**src/rtl/imem_loader.sv**
```systemverilog
// Boot-time instruction loader: length-prefixed byte stream -> little-endian 32-bit imem writes.
// Holds the rv32i core in reset until a complete, legal image has been written.
module imem_loader #(
    parameter int unsigned ADDR_W = 8
) (
    input  logic              clk,
    input  logic              rst,
    input  logic              start,
    input  logic              rx_valid,
    input  logic [7:0]        rx_data,
    output logic              rx_ready,
    output logic              imem_we,
    output logic [ADDR_W-1:0] imem_addr,
    output logic [31:0]       imem_wdata,
    output logic              core_rst,
    output logic              busy,
    output logic              done,
    output logic              err
);

    localparam int unsigned DEPTH = 1 << ADDR_W;

    localparam logic [2:0] IDLE  = 3'd0;
    localparam logic [2:0] LEN0  = 3'd1;
    localparam logic [2:0] LEN1  = 3'd2;
    localparam logic [2:0] DATA  = 3'd3;
    localparam logic [2:0] WRITE = 3'd4;
    localparam logic [2:0] DONE  = 3'd5;
    localparam logic [2:0] ERR   = 3'd6;

    logic [2:0]        state, stateNext;
    logic [15:0]       len, lenNext;
    logic [1:0]        byteCnt, byteCntNext;
    logic [ADDR_W-1:0] wordAddr, wordAddrNext;
    logic [31:0]       shreg, shregNext;
    logic [ADDR_W-1:0] addrNext;
    logic [31:0]       wdataNext;
    logic [15:0]       lenFull;
    logic              accept;
    logic              rxReadyNext, weNext, coreRstNext, busyNext, doneNext, errNext;

    // Next-state and registered-output decode; outputs are decoded from the next state
    // so every output is a flop that tracks the current state.
    always_comb begin
        stateNext    = state;
        lenNext      = len;
        byteCntNext  = byteCnt;
        wordAddrNext = wordAddr;
        shregNext    = shreg;
        addrNext     = imem_addr;
        wdataNext    = imem_wdata;
        lenFull      = {rx_data, len[7:0]};
        accept       = rx_valid & rx_ready;

        case (state)
            IDLE: begin
                if (start) stateNext = LEN0;
            end
            LEN0: begin
                if (accept) begin
                    lenNext[7:0] = rx_data;
                    stateNext    = LEN1;
                end
            end
            LEN1: begin
                if (accept) begin
                    lenNext[15:8] = rx_data;
                    // 17-bit compare so a full 65536-word memory stays legal
                    if (lenFull == 16'd0 || 17'(lenFull) > 17'(DEPTH)) begin
                        stateNext = ERR;
                    end else begin
                        stateNext    = DATA;
                        byteCntNext  = 2'd0;
                        wordAddrNext = '0;
                    end
                end
            end
            DATA: begin
                if (accept) begin
                    shregNext[{byteCnt, 3'b000} +: 8] = rx_data;
                    byteCntNext = byteCnt + 2'd1;
                    if (byteCnt == 2'd3) begin
                        stateNext = WRITE;
                        addrNext  = wordAddr;
                        wdataNext = shregNext;
                    end
                end
            end
            WRITE: begin
                wordAddrNext = wordAddr + ADDR_W'(1);
                if (17'(wordAddr) + 17'd1 == 17'(len)) stateNext = DONE;
                else                                   stateNext = DATA;
            end
            DONE, ERR: begin
                if (start) stateNext = LEN0;
            end
            default: stateNext = IDLE;
        endcase

        rxReadyNext = (stateNext == LEN0) || (stateNext == LEN1) || (stateNext == DATA);
        weNext      = (stateNext == WRITE);
        coreRstNext = (stateNext != DONE);
        busyNext    = rxReadyNext || (stateNext == WRITE);
        doneNext    = (stateNext == DONE);
        errNext     = (stateNext == ERR);
    end

    // State and output registers
    always_ff @(posedge clk or posedge rst) begin
        if (rst) begin
            state      <= IDLE;
            len        <= '0;
            byteCnt    <= '0;
            wordAddr   <= '0;
            shreg      <= '0;
            rx_ready   <= 1'b0;
            imem_we    <= 1'b0;
            imem_addr  <= '0;
            imem_wdata <= '0;
            core_rst   <= 1'b1;
            busy       <= 1'b0;
            done       <= 1'b0;
            err        <= 1'b0;
        end else begin
            state      <= stateNext;
            len        <= lenNext;
            byteCnt    <= byteCntNext;
            wordAddr   <= wordAddrNext;
            shreg      <= shregNext;
            rx_ready   <= rxReadyNext;
            imem_we    <= weNext;
            imem_addr  <= addrNext;
            imem_wdata <= wdataNext;
            core_rst   <= coreRstNext;
            busy       <= busyNext;
            done       <= doneNext;
            err        <= errNext;
        end
    end

endmodule

```
**config.mk**
```make
export PLATFORM = sky130hd
export DESIGN_NAME = imem_loader
export DESIGN_NICKNAME = d
export VERILOG_FILES = /design/src/rtl/imem_loader.sv
export SDC_FILE = /design/constraint.sdc
export NUM_CORES = 1
export LEC_CHECK = 0
export CAP_MARGIN = 20
export CORE_ASPECT_RATIO = 0.8
export CORE_MARGIN = 2
export CORE_UTILIZATION = 30
export DETAILED_ROUTE_END_ITERATION = 6
export PLACE_DENSITY = 0.59
export SETUP_SLACK_MARGIN = 0.05
export SYNTH_ARGS = -nofsm -noshare
export SYNTH_HDL_FRONTEND = slang
export SYNTH_SLANG_ARGS = --single-unit
export TNS_END_PERCENT = 50
```
**constraint.sdc**
```tcl
create_clock -name clk -period 7.2 [get_ports clk]
set_input_delay 1.08 -clock clk [delete_from_list [all_inputs] [get_ports clk]]
set_output_delay 1.08 -clock clk [all_outputs]
set_load 0.01 [all_outputs]
```
### Word-level counts from Yosys, hierarchy flattened

Cells that the tools add are included.
W data, S select, Z words.

* add/sub/neg operators: 4
* multiply operators: 0
* divide/modulo/power cells: 0
* magnitude comparators: 1
* eq/ne operators: 18
* shifts and indexed selects: 2
* muxes and demuxes: 16
* bitwise gates (word level): 1
* reductions and logical operators: 15

Operator list (number)
* $bwmux W32: 1
* $shift A8 B7 Y32 const A: 1
* $shiftx A8 B7 Y32: 1
* $mux W3: 7
* $eq A3 B3 Y1 const B: 6
* $eq A9 B16 Y1: 1
* $gt A16 B9 Y1 const B: 1
* $logic_not A16 Y1: 1
* $mux W8: 2
* $pmux W8 S2: 1
* $pmux W3 S5: 1
* $eq A3 B2 Y1 const B: 4
* $add A8 B1 Y9 const B: 1
* $add A8 B1 Y8 const B: 1
* $neg A5 Y7: 1
* $eq A3 B1 Y1 const B: 2
* $mux W2: 3
* $ne A2 B2 Y1 const B: 3
* $reduce_and A2 Y1: 3
* $reduce_and A3 Y1: 2
* $logic_or A1 B1 Y1: 4
* $pmux W2 S2: 1
* $reduce_and A4 Y1: 1
* $reduce_bool A2 Y1: 2
* other kinds (6): 6

* register bits after elaboration: 107
* bits in latches: 0
* RAM bits: 0
* bits in read-only memories: 0
* input bits: 12
* output and inout bits: 46
* word-level logic and storage cells: 71
* memories: 0

### Longest topological paths before layout

* word-level depth: 9
* depth in mapped cells: 9
* mapped depth without buffers: 7

### Least setup slack after synthesis

Ideal clock, no wire load.

* kind: input to register
* start point: input rx_data[1]
* end point: register wordAddr[4]
* setup time: 124 ps
* arrival: 2313 ps
* data required time: 7076 ps
* setup slack: 4763 ps
* stages: 6
* path buffers: 0
* cell sequence: nor4_1 -> nand2_1 -> nor3b_2 -> a21oi_2 -> or2_4 -> a211o_1

* longest elaborated chain between the ends: 4
* elaborated cells between the ends (all ways): 5

Ends and longest elaborated chain
* start: declaration: line 10 `input logic [7:0] rx_data,`
* $gt A16 B9 Y1 / $logic_not A16 Y1 (equally long branches): line 69 `if (lenFull == 16'd0 || 17'(lenFull) > 17'(DEPTH)) begin`
* $logic_or A1 B1 Y1 (*): line 69
* $ne A2 B2 Y1 (no line) (*)
* $reduce_and A3 Y1 (no line) (*)
* end signal: assignment: line 128 `wordAddr <= wordAddrNext;`
* end: declaration: line 34 `logic [ADDR_W-1:0] wordAddr, wordAddrNext;`

Mark *: on every way between the ends. The rest lies on a longest branch, timed or not.
A chain may end at the register's enable or synchronous reset.

### Final worst setup path

* start point: input rx_valid
* end point: register err

* longest elaborated chain between the ends: 4
* elaborated cells between the ends (all ways): 6

Ends and longest elaborated chain
* start: declaration: line 9 `input logic rx_valid,`
* $and A1 B1 Y1 (*): line 53 `accept = rx_valid & rx_ready;`
* $mux W3, on equally long branches: line 79, 60, 66
* $pmux W3 S5 (*): line 55 `case (state)`
* $eq A3 B3 Y1 (*): line 105 `errNext = (stateNext == ERR);`
* net errNext: line 40 `logic rxReadyNext, weNext, coreRstNext, busyNext, doneNext, errNext;`
* end signal: assignment: line 137 `err <= errNext;`
* end: declaration: line 18 `output logic err`

The timed path passes the listed nets; every way through them passes the cells marked *.

==> impl_metrics.ini <==
[status]
outcome = completed

[clock_tree]
clock_tree_from_tritoncts = built
clk_root_buffer_cell = sky130_fd_sc_hd__clkbuf_16
cts.reportedPaths.clkPinSlew_ps = 70
postCtsSetupBuffers = 0
clkLatencyLatePin_ps = 350
cts-hold-fix-buffers = 0
post_cts_resized = 0
cts_htree_levels = 3
tritoncts.num_buffers = 9
cts_num_sinks = 107
ctsLongestPathBuffers = 2

[synthesis]
post_synthesis_async_set_or_reset_flop_share_pct = 100
syn-instance-count = 487
synth_area_per_cell_sq_um = 10.3
register_area_share_after_synthesis_pct = 53.5
synthesis_stage_register_bit_count = 107
synthesis.area_sq_um = 5000
synth.net_count = 506
yosys_warnings = 0
yosysUniqueCellTypes = 56
synth-edff-count = 0
most_used_flip_flop_cell_after_synthesis = sky130_fd_sc_hd__dfrtp_1
yosysTopAreaCellShare_pct = 53.0
post_synthesis_cell_type_with_the_largest_combined_area = sky130_fd_sc_hd__dfrtp_1
synth.area.top_cells = sky130_fd_sc_hd__dfrtp_1, sky130_fd_sc_hd__nand2_1, sky130_fd_sc_hd__mux2_2, sky130_fd_sc_hd__o21ai_0, sky130_fd_sc_hd__nor2b_1

[worst_setup_path]
worstSetupEndpoint = err
timing.critical_path.required_ps = 7450
crit_type = in -> reg
critical_path.endpoint_type = flop
critical_path.max_fanout = 61
startpoint = rx_valid
r2r-start = byteCnt[0]
setup.worst_path.start_class = input port
worst_r2r_endpoint = shreg[30]
worstPathArrival_ps = 3370
ff2ff_path_depth = 5
rrSetupSlack_ps = 4500

[job]
drv_cap = 0

[sta]
clock-skew-final_ps = 4.94
setup_violators_final = 0
timing.setup.tns_ps = 0
slew_violations = 0
grt_setup_unrepaired = false
max_freq_mhz = 321
hold-worst-slack_ps = 477
min_period_over_period_pct = 43.3
transition_time_at_the_pin_with_the_least_slew_margin_ps = 923
timing.max_slew.rel_slack_pct = 38.0
hold_viol = 0
period_minus_slack_ps = 3120

[routing]
drt_wl_total_mm = 12.1
drt_drc_violations_left = 0
maxUsedRoutingLayer = met4
met2WireLength_mm = 5.67
routedLengthMet1_mm = 5.76
detailroute.via_count = 3728
detailroute.wirelength.met3_um = 486
drtIter0Drc = 335
antenna_left = 0
via_per_inst = 4.94
average_detailed_routed_wire_length_per_instance_um = 16.0
drt_pass1_iterations = 4

[global_routing]
grt_first_pass_wirelength_mm = 19.6
globalRouteTotalUtil_pct = 14.1
global_route.overflow_total = 0
vias_in_the_first_global_route = 3627
maximum_number_of_pins_on_one_net_before_global_route_repair = 64
antenna_found_initial = 0

[cells_and_area]
area_delta_synth_final_pct = 22.5
nNetsFinal = 548
most_frequent_cells_in_the_layout = sky130_fd_sc_hd__dfrtp_1, sky130_fd_sc_hd__nand2_1, sky130_fd_sc_hd__clkdlybuf4s50_1
n_antenna_cell = 0
fraction_of_layout_instances_using_a_drive_strength_above_1_pct = 11.8
final_common_cell = sky130_fd_sc_hd__dfrtp_1
final.fill_count = 1626

[pwr]
leakagePower_nw = 2.55
peakVddDrop_v = 0.000126
power.density_cell_area_nw_per_um2 = 419

[placement]
gp_congestion = 0.806
dp_hpwl_mm = 8.54
placement.io_buffers = 57

[floorplanning]
floorplan.rows = 42
floorplan.die.width_um = 148
core-area_sq_um = 16400
start_util_pct = 30.4
fp.dieArea_sq_um = 17700
vertical_die_dimension_um = 120
i_o_pins = 58

[min_path]
holdCritPathClass = reg -> reg
worstHoldStart = shreg[16]
cell usage after synthesis, types with 2 or more instances:
cell type	instances
sky130_fd_sc_hd__or4_4	2
sky130_fd_sc_hd__dfrtp_1	106
sky130_fd_sc_hd__o21ai_1	2
sky130_fd_sc_hd__clkbuf_1	27
sky130_fd_sc_hd__mux2_2	25
sky130_fd_sc_hd__a22o_1	17
sky130_fd_sc_hd__o21ai_0	54
sky130_fd_sc_hd__nand2_1	76
sky130_fd_sc_hd__a22o_2	2
sky130_fd_sc_hd__a31oi_1	20
sky130_fd_sc_hd__ha_1	7
sky130_fd_sc_hd__nor2b_1	33
sky130_fd_sc_hd__nand2b_1	2
sky130_fd_sc_hd__and3_1	3
sky130_fd_sc_hd__nand4b_1	2
sky130_fd_sc_hd__inv_1	8
sky130_fd_sc_hd__o211ai_1	2
sky130_fd_sc_hd__a21oi_1	21
sky130_fd_sc_hd__nor3b_1	3
sky130_fd_sc_hd__nor4_1	6
sky130_fd_sc_hd__nor3_1	11
sky130_fd_sc_hd__buf_2	2
sky130_fd_sc_hd__nand3_1	4
sky130_fd_sc_hd__o21a_1	6
sky130_fd_sc_hd__nor2_1	6
sky130_fd_sc_hd__xor2_1	7
sky130_fd_sc_hd__xnor2_1	4
final cells by class:
class	instances	area, sq um	area share (%)
multi-input cells	341	2180	35.5
flip-flops and latches	107	2680	43.7
well taps	220	275	4.49
inverters	8	32.5	0.531
repair buffers	62	628	10.2
clock buffers	10	239	3.90
clock inverters	6	97.6	1.59
power breakdown:
group / internal (mW) / leakage, nW / switching [mW]
Clock: 0.319 / 0.165 / 0.226
Sequential: 0.839 / 1.41 / 0.206
Combinational: 0.490 / 0.969 / 0.489
routing by layer:
metal  global-route usage, %  up-vias
li1                        -     1807
met1                    19.7     1833
met2                    22.0       77
met3                    2.02       11
met4                    5.77        0
met5                       0        -
sequential cells by signal, indices dropped and copies added, names as in the netlist:
name        count
imem_wdata     32
shreg          32
len            16
imem_addr       8
wordAddr        8
state           3
byteCnt         2
busy            1
core_rst        1
done            1
err             1
imem_we         1
rx_ready        1
critical path: stages:
cell                              delay (ps)
sky130_fd_sc_hd__clkdlybuf4s50_1         540
sky130_fd_sc_hd__nand2_1                 160
sky130_fd_sc_hd__nor3_1                  380
sky130_fd_sc_hd__nand3_2                 300
sky130_fd_sc_hd__buf_4                   380
sky130_fd_sc_hd__o211a_1                 210
sky130_fd_sc_hd__nor4_1                  280
per-stage QoR:
step / total power [mW] / worst slack [ps] / std cells / utilization (%) / area, sq um
after floorplan: 1.65 / 3300 / 487 / - / 5000
after global placement: 2.01 / 3800 / 737 / 35.1 / 5770
after detailed placement: 2.04 / 3740 / 738 / 35.2 / 5790
after CTS: 2.59 / 4080 / 754 / 37.3 / 6130
after global routing: 2.75 / 3860 / 754 / 37.3 / 6130
final: 2.57 / 4080 / 754 / 37.3 / 6130
cells by family (layout without fill, tap and decap cells):
family,after synthesis,count (layout),share of synthesized area [%]
fa+ha+maj,7,7,1.75
simple gates,163,163,17.4
flops,107,107,53.5
compound gates,134,134,16.5
buf+inv,39,86,3.05
mux,26,26,5.83
xor+xnor,11,11,1.92
how the worst min path moves through the flow:
stage	endpoint	slack [ps]	cells after the start
2_1_floorplan	shreg[0]	440	2
3_3_place_gp	shreg[22]	450	2
3_5_place_dp	shreg[16]	460	2
4_1_cts	shreg[16]	480	2
5_1_grt	shreg[22]	500	2
6_report	shreg[16]	480	2
No activity file was read; power rests on OpenSTA's default activity.
